File: config.mk
export PLATFORM = sky130hd
export DESIGN_NAME = sega_pad_scanner
export DESIGN_NICKNAME = d
export VERILOG_FILES = /design/src/rtl/sj_pkg.sv /design/src/rtl/sj_sync.sv /design/src/rtl/sega_pad_scanner.sv
export SDC_FILE = /design/constraint.sdc
export NUM_CORES = 1
export LEC_CHECK = 0
export ABC_CLOCK_PERIOD_IN_PS = 1400
export CORE_MARGIN = 3
export CORE_UTILIZATION = 49
export CTS_CLUSTER_DIAMETER = 150
export CTS_CLUSTER_SIZE = 10
export DETAILED_ROUTE_END_ITERATION = 8
export PLACE_DENSITY = 0.83
export SLEW_MARGIN = 25
export SYNTH_ARGS = -nofsm -noshare
export SYNTH_HDL_FRONTEND = slang
export SYNTH_HIERARCHICAL = 1
export SYNTH_SLANG_ARGS = --single-unit
File: constraint.sdc
create_clock -name clk -period 1.4 [get_ports clk]
set_input_delay 0.42 -clock clk [delete_from_list [all_inputs] [get_ports clk]]
set_output_delay 0.42 -clock clk [all_outputs]
set_load 0.005 [all_outputs]
File: src/rtl/sj_pkg.sv
// sj_pkg: shared types and constants for the Sega pad scanner.
//   sj_state_e        - scanner FSM state (IDLE, SCAN)
//   NUM_PHASES        - SELECT half-periods per scan
//   PAD_W / BTN_W     - pad pin count / published button word width
//   BTN_*             - bit positions in the published button word
//   PH_*              - scan phases that capture pad data
package sj_pkg;

    typedef enum logic {
        IDLE = 1'b0,
        SCAN = 1'b1
    } sj_state_e;

    localparam int unsigned NUM_PHASES = 8;
    localparam int unsigned PAD_W      = 6;
    localparam int unsigned BTN_W      = 12;

    localparam int unsigned BTN_UP    = 0;
    localparam int unsigned BTN_DN    = 1;
    localparam int unsigned BTN_LF    = 2;
    localparam int unsigned BTN_RT    = 3;
    localparam int unsigned BTN_B     = 4;
    localparam int unsigned BTN_C     = 5;
    localparam int unsigned BTN_A     = 6;
    localparam int unsigned BTN_START = 7;
    localparam int unsigned BTN_Z     = 8;
    localparam int unsigned BTN_Y     = 9;
    localparam int unsigned BTN_X     = 10;
    localparam int unsigned BTN_MODE  = 11;

    // SELECT high: UP,DN,LF,RT,B,C
    localparam logic [2:0] PH_BASE_H = 3'd0;
    // SELECT low: A,START and the presence pins (LF/RT forced low by the pad)
    localparam logic [2:0] PH_BASE_L = 3'd1;
    // Third SELECT low: a 6-button pad pulls UP,DN,LF,RT all low
    localparam logic [2:0] PH_SIX_L  = 3'd5;
    // Fourth SELECT high: a 6-button pad reports Z,Y,X,MODE
    localparam logic [2:0] PH_EXT_H  = 3'd6;
    localparam logic [2:0] PH_LAST   = 3'(NUM_PHASES - 1);

endpackage

File: src/rtl/sj_sync.sv
// sj_sync: multi-stage synchronizer for the raw pad pins.
//   clk, reset  - system clock, asynchronous active-high reset
//   d           - raw asynchronous pad pins (active-low)
//   q           - synchronized pins; reset to all-ones so an idle pad reads "not pressed"
module sj_sync
    import sj_pkg::*;
#(
    parameter int unsigned SYNC_STAGES = 2
) (
    input  logic             clk,
    input  logic             reset,
    input  logic [PAD_W-1:0] d,
    output logic [PAD_W-1:0] q
);

    if (SYNC_STAGES < 1) begin : g_bad_stages
        $error("sj_sync: SYNC_STAGES must be at least 1");
    end

    logic [PAD_W-1:0] stage_q [SYNC_STAGES];

    always_ff @(posedge clk or posedge reset) begin
        if (reset) begin
            for (int i = 0; i < int'(SYNC_STAGES); i++) begin
                stage_q[i] <= '1;
            end
        end else begin
            stage_q[0] <= d;
            for (int i = 1; i < int'(SYNC_STAGES); i++) begin
                stage_q[i] <= stage_q[i-1];
            end
        end
    end

    assign q = stage_q[SYNC_STAGES-1];

endmodule

File: src/rtl/sega_pad_scanner.sv
// sega_pad_scanner: sequences the Sega 3/6-button pad read protocol.
//   clk, reset  - system clock, asynchronous active-high reset
//   tick        - 1-clk phase strobe; all protocol timing advances on it
//   pad_in      - raw pad pins, active-low {TR,TL,RT,LF,DN,UP}
//   frame_req   - frame request pulse (only when SJ_FRAME_REQ_EN is defined)
//   pad_select  - SELECT pin to the pad
//   buttons     - active-high {MODE,X,Y,Z,START,A,C,B,RT,LF,DN,UP}
//   present     - pad detected in the last frame
//   six_btn     - 6-button pad detected in the last frame
//   valid       - 1-clk strobe: buttons/present/six_btn updated this cycle
// Build option: define SJ_FRAME_REQ_EN to gate each scan on a frame_req pulse
// instead of free-running.
module sega_pad_scanner
    import sj_pkg::*;
#(
    parameter int unsigned IDLE_TICKS  = 64,
    parameter int unsigned SYNC_STAGES = 2
) (
    input  logic             clk,
    input  logic             reset,
    input  logic             tick,
    input  logic [PAD_W-1:0] pad_in,
`ifdef SJ_FRAME_REQ_EN
    input  logic             frame_req,
`endif
    output logic             pad_select,
    output logic [BTN_W-1:0] buttons,
    output logic             present,
    output logic             six_btn,
    output logic             valid
);

    if (IDLE_TICKS < 2 || IDLE_TICKS > 256) begin : g_bad_idle
        $error("sega_pad_scanner: IDLE_TICKS must be in 2..256");
    end

    localparam logic [7:0] IDLE_LAST = 8'(IDLE_TICKS - 1);

    // Synchronized pins, converted to active-high
    logic [PAD_W-1:0] pad_sync;
    logic [PAD_W-1:0] s;

    sj_sync #(
        .SYNC_STAGES (SYNC_STAGES)
    ) u_sync (
        .clk   (clk),
        .reset (reset),
        .d     (pad_in),
        .q     (pad_sync)
    );

    assign s = ~pad_sync;

    sj_state_e  state_q, state_d;
    logic [7:0] idle_ctr_q, idle_ctr_d;
    logic [2:0] phase_q, phase_d;
    logic       idle_expired;
    logic       scan_go;
    logic       commit;
    logic       pad_select_d;

    assign idle_expired = (idle_ctr_q == IDLE_LAST);

`ifdef SJ_FRAME_REQ_EN
    logic req_pending_q;

    assign scan_go = tick && (state_q == IDLE) && idle_expired && req_pending_q;

    // A request arriving on the same clk as scan start is kept for the next frame
    always_ff @(posedge clk or posedge reset) begin
        if (reset) begin
            req_pending_q <= 1'b0;
        end else begin
            req_pending_q <= frame_req | (req_pending_q & ~scan_go);
        end
    end
`else
    assign scan_go = tick && (state_q == IDLE) && idle_expired;
`endif

    // State register
    always_ff @(posedge clk or posedge reset) begin
        if (reset) begin
            state_q    <= IDLE;
            idle_ctr_q <= '0;
            phase_q    <= '0;
        end else begin
            state_q    <= state_d;
            idle_ctr_q <= idle_ctr_d;
            phase_q    <= phase_d;
        end
    end

    // Next state
    always_comb begin
        state_d    = state_q;
        idle_ctr_d = idle_ctr_q;
        phase_d    = phase_q;
        case (state_q)
            IDLE: begin
                if (scan_go) begin
                    state_d    = SCAN;
                    idle_ctr_d = '0;
                    phase_d    = '0;
                end else if (tick && !idle_expired) begin
                    // Saturates at IDLE_LAST while waiting for a request
                    idle_ctr_d = idle_ctr_q + 8'd1;
                end
            end
            SCAN: begin
                if (tick) begin
                    phase_d = phase_q + 3'd1;
                    if (phase_q == PH_LAST) begin
                        state_d = IDLE;
                    end
                end
            end
            default: state_d = IDLE;
        endcase
    end

    // Outputs: SELECT follows the next phase parity so the pin comes straight from a flop
    always_comb begin
        pad_select_d = (state_d == IDLE) || !phase_d[0];
        commit       = (state_q == SCAN) && tick && (phase_q == PH_LAST);
    end

    always_ff @(posedge clk or posedge reset) begin
        if (reset) begin
            pad_select <= 1'b1;
        end else begin
            pad_select <= pad_select_d;
        end
    end

    // Per-phase shadow captures
    logic [PAD_W-1:0] base_h_q;
    logic             a_q;
    logic             start_q;
    logic             pres_q;
    logic             six_q;
    logic [3:0]       ext_q;

    always_ff @(posedge clk or posedge reset) begin
        if (reset) begin
            base_h_q <= '0;
            a_q      <= 1'b0;
            start_q  <= 1'b0;
            pres_q   <= 1'b0;
            six_q    <= 1'b0;
            ext_q    <= '0;
        end else if (tick && (state_q == SCAN)) begin
            case (phase_q)
                PH_BASE_H: base_h_q <= s;
                PH_BASE_L: begin
                    a_q     <= s[4];
                    start_q <= s[5];
                    pres_q  <= s[2] & s[3];
                end
                PH_SIX_L: six_q <= &s[3:0];
                PH_EXT_H: ext_q <= s[3:0];
                default: ;
            endcase
        end
    end

    // Assemble the frame result from the shadows
    logic [BTN_W-1:0] frame_word;
    logic             frame_six;

    always_comb begin
        frame_word            = '0;
        frame_word[BTN_UP]    = base_h_q[0];
        frame_word[BTN_DN]    = base_h_q[1];
        frame_word[BTN_LF]    = base_h_q[2];
        frame_word[BTN_RT]    = base_h_q[3];
        frame_word[BTN_B]     = base_h_q[4];
        frame_word[BTN_C]     = base_h_q[5];
        frame_word[BTN_A]     = a_q;
        frame_word[BTN_START] = start_q;
        frame_word[BTN_Z]     = ext_q[0];
        frame_word[BTN_Y]     = ext_q[1];
        frame_word[BTN_X]     = ext_q[2];
        frame_word[BTN_MODE]  = ext_q[3];
        frame_six             = pres_q & six_q;
        if (!pres_q) begin
            frame_word = '0;
        end else if (!frame_six) begin
            frame_word[BTN_MODE:BTN_Z] = '0;
        end
    end

    always_ff @(posedge clk or posedge reset) begin
        if (reset) begin
            buttons <= '0;
            present <= 1'b0;
            six_btn <= 1'b0;
            valid   <= 1'b0;
        end else begin
            valid <= commit;
            if (commit) begin
                buttons <= frame_word;
                present <= pres_q;
                six_btn <= frame_six;
            end
        end
    end

endmodule

==> flow_metrics.env <==
export IMPL_outcome="complete, but fails checks"
export IMPL_violations="negative setup slack"
export IMPL_area_growth_pct=29.4
export IMPL_tightest_slew_ns=0.483
export IMPL_fmax_ghz=0.689
export IMPL_finClkSkew_ns=0.0105
export IMPL_clk_latency_ns=0.31
export IMPL_mostFrequentLayoutCell="nand2_1"
export IMPL_drtIter0Drc=130
export IMPL_fin_crit_sh=1.04
export IMPL_synth_ff_type="dfrtp_1"
export IMPL_utilization=0.683
export IMPL_critPathMaxFanout=4
export IMPL_synth_cells=196
export IMPL_comb_power_share=0.272
export IMPL_die_x_um=72.8
export IMPL_clk_pin_slew_ns=0.09
export IMPL_fp_row_count=23
export IMPL_viasPerCell=5.30
export IMPL_async_flop_share=1.00
export IMPL_final_cell_mix="nand2_1, dfrtp_1, buf_4"
export IMPL_nets=257
export IMPL_cp_required_ns=1.59
export IMPL_crit_arrival_ns=1.64
export IMPL_drive_gt1_frac=0.272
export IMPL_synthesis_nets=211
export IMPL_max_cap_violations=0
export IMPL_cts_tree="yes"
export IMPL_grt_ovfl_total=0
export IMPL_finalWirelength_um=4060
export IMPL_synth_seq_cells=54
export IMPL_hold_class="flop to flop"
export IMPL_drc=0
export IMPL_dpl_instance_area_um2=2550
export IMPL_antenna_cells=0
export IMPL_crit_type="flop to flop"
export IMPL_grt_util_all_layers=0.162
export IMPL_cts_root_buf="clkbuf_8"
export IMPL_rsz0062_at_grt="yes"
export IMPL_antenna_found_initial=0
export IMPL_vdd_drop_max_uv=944
export IMPL_synth_avg_cell_area_um2=11.2
export IMPL_pwr_share_seq=0.518
export IMPL_stdcell_count=293
export IMPL_initial_core_util=0.527
export IMPL_slew_violations=0
export IMPL_final_design_area_no_fill_um2=2830
export IMPL_dp_cells=272
export IMPL_numCtsBuffers=5
export IMPL_vias=1553
export IMPL_grt_max_degree=43
export IMPL_htree_levels=2
export IMPL_dp_hpwl_um=2660
export IMPL_leakage_nw=1.29
export IMPL_cts_buffer_depth=2
export IMPL_p_clk_frac=0.210
export IMPL_p_switching_mw=1.32
export IMPL_final_hold_viol_count=0
export IMPL_ios=25
export IMPL_grt_pass1_wl_um=6470
export IMPL_die_area_um2=5300
export IMPL_ys_warnings_count=6
export IMPL_switching_share=0.326
export IMPL_firstDrtPassIters=4
export IMPL_place_congestion=0.751
export IMPL_powerDensity_nw_per_um2=1430
export IMPL_wl_per_cell_um=13.8
export IMPL_cp_start_kind="flop"
export IMPL_grt_pass1_vias=1410
export IMPL_mappedNetlistArea_um2=2190
export IMPL_hold_buffers=0
export IMPL_critPathCaptureType="flop"
export IMPL_die_h_um=72.8
export IMPL_synth_cell_type_count=35
export IMPL_ant_nets=0
export IMPL_clock_sinks=54
export IMPL_intPower_mw=2.73
export IMPL_synth_seq_area_share=0.626
export IMPL_setup_ws_ns=-0.0503
export IMPL_core_um2=4140
export IMPL_synth_edf_count=0
export IMPL_fillCellCount=302
export IMPL_max_slew_margin=0.678
export IMPL_setup_violations=4
export IMPL_period_needed_ns=1.45
export IMPL_port_buffers=24
-- area by class of cell --
| type | count | area, um^2 | share of cell area |
|---|---|---|---|
| clock buffers | 6 | 72.6 | 0.0257 |
| clock inverters | 2 | 13.8 | 0.00487 |
| inverters | 7 | 31.3 | 0.0111 |
| multi-input cells | 123 | 796 | 0.281 |
| flip-flops and latches | 54 | 1370 | 0.484 |
| well taps | 50 | 62.6 | 0.0221 |
| repair buffers | 51 | 484 | 0.171 |
-- metrics by stage --
stage / power [mW] / worst slack, ns / hold WS (ns) / TNS (ns)
floorplan: 2.59 / 0.00247 / 0.345 / 0
global placement: 2.87 / -0.414 / 0.346 / -9.78
detailed placement: 2.94 / -0.465 / 0.347 / -11.16
CTS: 3.87 / -0.0389 / 0.360 / -0.0515
global route: 4.29 / -0.114 / 0.365 / -0.476
finish: 4.05 / -0.0503 / 0.359 / -0.104
-- cells by family (layout without fill, tap and decap cells) --
family | count (synthesis) | after routing | synth area share
AND/OR/NAND/NOR | 74 | 74 | 0.170
flip-flops | 54 | 54 | 0.626
XOR/XNOR | 4 | 4 | 0.0160
buffers and inverters | 19 | 66 | 0.0475
adder cells (fa/ha/maj) | 6 | 6 | 0.0343
multiplexers | 4 | 4 | 0.0200
AO/OA/AOI/OAI | 35 | 35 | 0.0864
-- critical path: stages, from the launching register on --
cell,delay [ns]
dfrtp_1,0.38
ha_2,0.18
or3b_4,0.43
o311ai_2,0.24
o21ai_1,0.11
-- state kept, by name, summed over array words and instances (netlist names), 3 cells and up --
| signal | count |
|---|---|
| phase_q | 3 |
| ext_q | 4 |
| u_sync/stage_q | 6 |
| u_sync/q | 6 |
| idle_ctr_q | 8 |
| buttons | 12 |
| base_h_q | 6 |
-- layer usage --
layer  GRT usage  vias up  part of all wire
met2       0.257       39              0.51
met3      0.0413        7             0.042
met4      0.0738        0             0.019
met1       0.209      756              0.43
li1            -      751                 -
met5           0        -                 0
-- cells in the mapped netlist (2+ instances only) --
cell type  instances  area share
nor2_1             2      0.0034
xnor2_1            3       0.012
or3_1              2      0.0057
buf_2              2      0.0046
dfstp_2           13        0.16
nand4_1            3      0.0086
nand2_1           47       0.081
o21ai_1            7       0.016
o21ai_0           23       0.053
dfrtp_1           41        0.47
nor2b_1            2      0.0057
ha_1               6       0.034
nand3_1            7       0.016
clkbuf_1           2      0.0034
inv_1              7       0.012
nand4b_1           2      0.0080
mux2_2             2       0.010
buf_4              8       0.027
-- power by group through the flow --
stage | Clock (mW) | Combinational (mW) | Sequential [mW]
after floorplan | 0 | 0.589 | 2.01
after global placement | 0 | 0.800 | 2.07
after detailed placement | 0 | 0.853 | 2.09
after CTS | 0.873 | 0.918 | 2.08
after global routing | 0.941 | 1.21 | 2.14
final | 0.850 | 1.10 | 2.10
-- repair_timing --
action	CTS	global route
gates cloned	0	1
pin swaps	6	7
buffers inserted	7	6
setup endpoints to repair	26	32
gates resized for setup	29	30
-- final timing paths --
check                                  start            end  slack, ns  cells past startpoint
max                            idle_ctr_q[1]  idle_ctr_q[0]      -0.05                      4
min                        u_sync/stage_q[9]    u_sync/q[3]       0.36                      0
min reg2reg                u_sync/stage_q[9]    u_sync/q[3]       0.36                      0
max in group asynchronous              reset     pad_select       0.65                      3
max reg2reg                    idle_ctr_q[1]  idle_ctr_q[0]      -0.05                      4
min in group asynchronous              reset     buttons[4]       0.48                      3
Note: power is estimated with default switching activity, not from simulation.
